===== src/rtl/irq_pkg.sv =====
// Shared types and register-map constants for the external-interrupt controller.
// Purely declarative: no logic, no latency.
package irq_pkg;

  typedef enum logic [1:0] {
    IDLE       = 2'd0,
    ASSERT     = 2'd1,
    IN_SERVICE = 2'd2
  } irq_state_t;

  localparam logic [1:0] IRQ_OFF_PENDING  = 2'd0;
  localparam logic [1:0] IRQ_OFF_ENABLE   = 2'd1;
  localparam logic [1:0] IRQ_OFF_CLAIM    = 2'd2;
  localparam logic [1:0] IRQ_OFF_COMPLETE = 2'd3;

  localparam int IRQ_ID_W = 5;

endpackage


===== src/rtl/irq_prio_enc.sv =====
// Lowest-index priority encoder: id = index+1 of the lowest set request, 0 when none.
// Combinational, zero latency; no flow control.
module irq_prio_enc
  import irq_pkg::*;
#(
  parameter int NUM_SRC = 8
) (
  input  logic [NUM_SRC-1:0]  req,
  output logic [IRQ_ID_W-1:0] id
);

  // Scanning downwards lets the lowest set index overwrite the higher ones.
  always_comb begin
    id = '0;
    for (int i = NUM_SRC - 1; i >= 0; i--) begin
      if (req[i]) id = IRQ_ID_W'(i + 1);
    end
  end

endmodule


===== src/rtl/irq_controller.sv =====
// Memory-mapped edge-latching interrupt controller driving EXT, with claim/complete handshake.
// Loads answer one cycle after the strobe; no backpressure. IRQ_SYNC_EN adds a 2-flop input synchronizer.
module irq_controller
  import irq_pkg::*;
#(
  parameter int          NUM_SRC   = 8,
  parameter logic [31:0] BASE_ADDR = 32'h0000_F000
) (
  input  logic               clk,
  input  logic               rst,
  input  logic [NUM_SRC-1:0] irq_src,
  input  logic               mem_read_en,
  input  logic               mem_write_en,
  input  logic [31:0]        addr,
  input  logic [31:0]        write_data,
  output logic [31:0]        read_data,
  output logic               hit,
  output logic               EXT
);

  logic [NUM_SRC-1:0]  src;
  logic [NUM_SRC-1:0]  prev;
  logic [NUM_SRC-1:0]  rise;
  logic [NUM_SRC-1:0]  pending;
  logic [NUM_SRC-1:0]  pending_nxt;
  logic [NUM_SRC-1:0]  enable;
  logic [NUM_SRC-1:0]  eligible;
  logic [NUM_SRC-1:0]  clr_mask;
  logic [IRQ_ID_W-1:0] winner_id;
  logic [IRQ_ID_W-1:0] claimed_id;
  logic [1:0]          off;
  logic                sel;
  logic                wr;
  logic                rd;
  logic                claim_fire;
  logic                complete_ok;
  logic                ext_nxt;
  logic [31:0]         rd_mux;
  irq_state_t          state;
  irq_state_t          next_state;
  logic                unused_wdata;

  assign unused_wdata = ^write_data;

`ifdef IRQ_SYNC_EN
  logic [NUM_SRC-1:0] sync_q1;
  logic [NUM_SRC-1:0] sync_q2;

  always_ff @(posedge clk) begin
    if (rst) begin
      sync_q1 <= '0;
      sync_q2 <= '0;
    end else begin
      sync_q1 <= irq_src;
      sync_q2 <= sync_q1;
    end
  end

  assign src = sync_q2;
`else
  assign src = irq_src;
`endif

  // Address decode; a simultaneous load is dropped in favour of the store.
  assign sel = (addr[31:4] == BASE_ADDR[31:4]) && (addr[1:0] == 2'b00);
  assign off = addr[3:2];
  assign wr  = mem_write_en && sel;
  assign rd  = mem_read_en && !mem_write_en && sel;

  assign eligible = pending & enable;

  irq_prio_enc #(
    .NUM_SRC(NUM_SRC)
  ) u_prio (
    .req(eligible),
    .id (winner_id)
  );

  assign claim_fire  = rd && (off == IRQ_OFF_CLAIM) && (state == ASSERT);
  assign complete_ok = wr && (off == IRQ_OFF_COMPLETE) && (state == IN_SERVICE)
                       && (write_data[IRQ_ID_W-1:0] == claimed_id);

  always_comb begin
    clr_mask = '0;
    for (int i = 0; i < NUM_SRC; i++) begin
      clr_mask[i] = claim_fire && (winner_id == IRQ_ID_W'(i + 1));
    end
  end

  // A fresh edge on the claimed line survives the claim clear.
  assign rise        = src & ~prev;
  assign pending_nxt = (pending & ~clr_mask) | rise;

  always_ff @(posedge clk) begin
    if (rst) begin
      state <= IDLE;
    end else begin
      state <= next_state;
    end
  end

  always_comb begin
    next_state = state;
    case (state)
      IDLE: begin
        if (|eligible) next_state = ASSERT;
      end
      ASSERT: begin
        if (claim_fire)      next_state = IN_SERVICE;
        else if (!(|eligible)) next_state = IDLE;
      end
      IN_SERVICE: begin
        if (complete_ok) next_state = IDLE;
      end
      default: next_state = IDLE;
    endcase
  end

  always_comb begin
    ext_nxt = (next_state == ASSERT);
  end

  always_ff @(posedge clk) begin
    if (rst) begin
      prev       <= '0;
      pending    <= '0;
      enable     <= '0;
      claimed_id <= '0;
      EXT        <= 1'b0;
    end else begin
      prev    <= src;
      pending <= pending_nxt;
      EXT     <= ext_nxt;
      if (wr && (off == IRQ_OFF_ENABLE)) enable <= write_data[NUM_SRC-1:0];
      if (claim_fire) claimed_id <= winner_id;
    end
  end

  always_comb begin
    rd_mux = '0;
    case (off)
      IRQ_OFF_PENDING:  rd_mux = 32'(pending);
      IRQ_OFF_ENABLE:   rd_mux = 32'(enable);
      IRQ_OFF_CLAIM:    rd_mux = claim_fire ? 32'(winner_id) : 32'd0;
      IRQ_OFF_COMPLETE: rd_mux = 32'd0;
      default:          rd_mux = 32'd0;
    endcase
  end

  always_ff @(posedge clk) begin
    if (rst) begin
      read_data <= '0;
      hit       <= 1'b0;
    end else begin
      hit <= rd;
      if (rd) read_data <= rd_mux;
    end
  end

endmodule


===== config.mk =====
export PLATFORM = sky130hd
export DESIGN_NAME = irq_controller
export DESIGN_NICKNAME = d
export VERILOG_FILES = /design/src/rtl/irq_pkg.sv /design/src/rtl/irq_prio_enc.sv /design/src/rtl/irq_controller.sv
export SDC_FILE = /design/constraint.sdc
export NUM_CORES = 1
export LEC_CHECK = 0
export CAP_MARGIN = 20
export CELL_PAD_IN_SITES_DETAIL_PLACEMENT = 0
export CELL_PAD_IN_SITES_GLOBAL_PLACEMENT = 1
export CORE_UTILIZATION = 27
export DETAILED_ROUTE_END_ITERATION = 10
export PLACE_DENSITY = 0.83
export SKIP_LAST_GASP = 1
export SLEW_MARGIN = 20
export SYNTH_ARGS = -nofsm -noshare
export SYNTH_HDL_FRONTEND = slang
export SYNTH_SLANG_ARGS = --single-unit

===== constraint.sdc =====
create_clock -name clk -period 2.25 [get_ports clk]
set_input_delay 0.225 -clock clk [delete_from_list [all_inputs] [get_ports clk]]
set_output_delay 0.225 -clock clk [all_outputs]
set_load 0.1 [all_outputs]

==> results_dict.tcl <==
set metrics [dict create \
    max_freq_mhz 465 \
    crit-reg2reg-launch "enable[3]$_SDFFE_PP0P_" \
    hold_viol 0 \
    synth-edff-count 0 \
    rsz0062_at_grt "no" \
    hold_class "flip-flop to flip-flop" \
    hold_start "read_data[1]$_SDFFE_PP0P_" \
    cts-root-buf "clkbuf_8" \
    vias 1868 \
    clock_sinks 40 \
    routed_wl_microns 5340 \
    path_buf_inv 1 \
    initialDrtViolationCount 254 \
    insertion_delay_ns 0.29 \
    syn_area_per_cell_sq_um 8.99 \
    async_flop_share 0 \
    path_clk_slew_ns 0.08 \
    drv_slew 0 \
    dieArea_sq_um 7870 \
    yosysWarnings 0 \
    portBuffers 61 \
    fin_crit_ns 2.15 \
    synth_top_cell_area_share 0.394 \
    nNetsFinal 380 \
    ys_ff_latch 40 \
    powerDensity_nw_per_um2 599 \
    startpoint "enable[3]$_SDFFE_PP0P_" \
    clock_skew_ns 0.00398 \
    crit_arrival_ns 2.35 \
    finalSetupViolCount 0 \
    initial_core_util 0.280 \
    synth_cells 226 \
    first_global_vias 1739 \
    cts_buffers 5 \
    antenna_found_initial 0 \
    diodes 0 \
    track_usage 0.140 \
    fillers 754 \
    fin_crit_sh 0.956 \
    postRouteAntennaNets 0 \
    final_layout_size_suffix_gt1_frac 0.131 \
    yosys.area.top_type "dfxtp_1" \
    grt-ovfl-total 0 \
    cts_tree "done" \
    worstPathMaxFanout 5 \
    mostFrequentLayoutCell "clkdlybuf4s50_1" \
    die-width_microns 88.7 \
    cp.required_ns 2.44 \
    post_cts_buffers 0 \
    seq_area_frac_synth 0.394 \
    endpoint_kind "flip-flop" \
    cpPeakStageDelay_ns 0.51 \
    clockBufferDepth 2 \
    leakage_nw 1.11 \
    crit_type "flip-flop to flip-flop" \
    cts-hold-fix-buffers 0 \
    path_cells "a22o_1, or3_1, a2111oi_1, buf_4, a31oi_1, a22o_1" \
    max-vdd-ir-drop_mv 0.266 \
    status "finished clean" \
    globalplace.congestion 0.883 \
    cts_resized 0 \
    cap_violations 0 \
    ys_types 47 \
    io_pins 110 \
    rows 31 \
    die_h_microns 88.7 \
    area_growth_pct 42.4 \
    synth.area.top_cells "dfxtp_1 39%, buf_4 8.9%, mux2i_1 8.4%" \
    dr.pass1.iters 4 \
    h-tree-depth 2 \
    cp_common_cell "a22o_1" \
    grt_max_degree 21 \
    drc 0 \
    final_cell_mix "51 x clkdlybuf4s50_1, 40 x dfxtp_1, 27 x buf_4, 24 x conb_1, 22 x nor2_1" \
    via_per_inst 4.62 \
    netlist_area_sq_um 2030 \
    fin_ws_ns 0.0983 \
    cp_slowest_cell "a2111oi_1" \
    crit_family "compound AO/OA/AOI/OAI gates" \
    grt_pass1_wl_microns 8270 \
    core-area_sq_um 7250 \
    power_mw 1.73 \
    pre_cts_ws_ns -0.125 \
    drt-wirelength-per-cell_microns 13.2 \
    dp_hpwl_microns 4190 \
    cp-start-kind "flip-flop" \
    utilization 0.399 \
    ys.flop_type "dfxtp_1" \
    setup_tns_ns 0 \
]
==> logic make-up after synthesis <==
logic type,share of synthesized area
xor+xnor,0.0173
compound gates,0.180
simple gates,0.200
mux,0.0838
buf+inv,0.123
flops,0.394
other cells,0.00185
==> Yosys cell counts (2+ instances only) <==
cell	count
dfxtp_1	40
mux2i_1	17
a22o_1	6
a31oi_1	4
nor2_1	22
buf_4	24
a32o_1	3
nor3_1	2
a21oi_1	10
inv_1	11
o21ai_0	6
xnor2_1	3
o311ai_1	3
o21ai_1	2
a41oi_1	2
nor2b_1	8
o31ai_1	3
nand2b_1	10
clkbuf_1	5
o21a_1	2
nand2_1	7
buf_2	2
a22oi_1	2
nand4_1	3
nor4_1	7
==> metal layers <==
layer,track usage,share of wire,wire length [microns]
met1,0.182,0.44,2360
met2,0.227,0.44,2330
met3,0.0326,0.11,565
met4,0.0484,0.015,79
met5,0,0,0
==> worst register-to-register path, stage by stage (launching register included) <==
cell	delay [ns]
dfxtp_1	0.36
a22o_1	0.28
or3_1	0.39
a2111oi_1	0.51
buf_4	0.21
a31oi_1	0.11
a22o_1	0.20
==> cell type report <==
class	count	area, sq um	share of cell area
clock inverter	1	30.0	0.0104
inverter	11	41.3	0.0143
clock buffer	7	96.3	0.0333
tap	99	124	0.0428
timing repair buffer	79	733	0.254
multi-input combinational	167	1070	0.369
sequential	40	801	0.277
==> final timing paths <==
check,to,slack (ns),depth (start not counted)
worst max-delay path,pending[0]$_SDFF_PP0_,0.1,6
worst max register to register,pending[0]$_SDFF_PP0_,0.1,6
worst min register to register,read_data[1]$_SDFFE_PP0P_,0.47,2
worst min-delay path,read_data[1]$_SDFFE_PP0P_,0.47,2
==> state kept, by name (all words and copies together), names as in the netlist <==
signal	cells
EXT	1
claimed_id	4
enable	8
hit	1
pending	8
prev	8
read_data	8
state	2
==> report_power, final <==
part / internal, mW / switching (mW)
registers: 0.728 / 0.0146
clock network: 0.391 / 0.249
logic: 0.114 / 0.236
==> stage by stage <==
stage	area, sq um	hold WS, ns	instances
2_1_floorplan	2120	0.353	249
3_3_place_gp	2770	0.450	396
3_5_place_dp	2770	0.465	396
4_1_cts	2890	0.477	404
5_1_grt	2890	0.497	404
6_report	2890	0.475	404
Power figures use the tool's default switching activity.
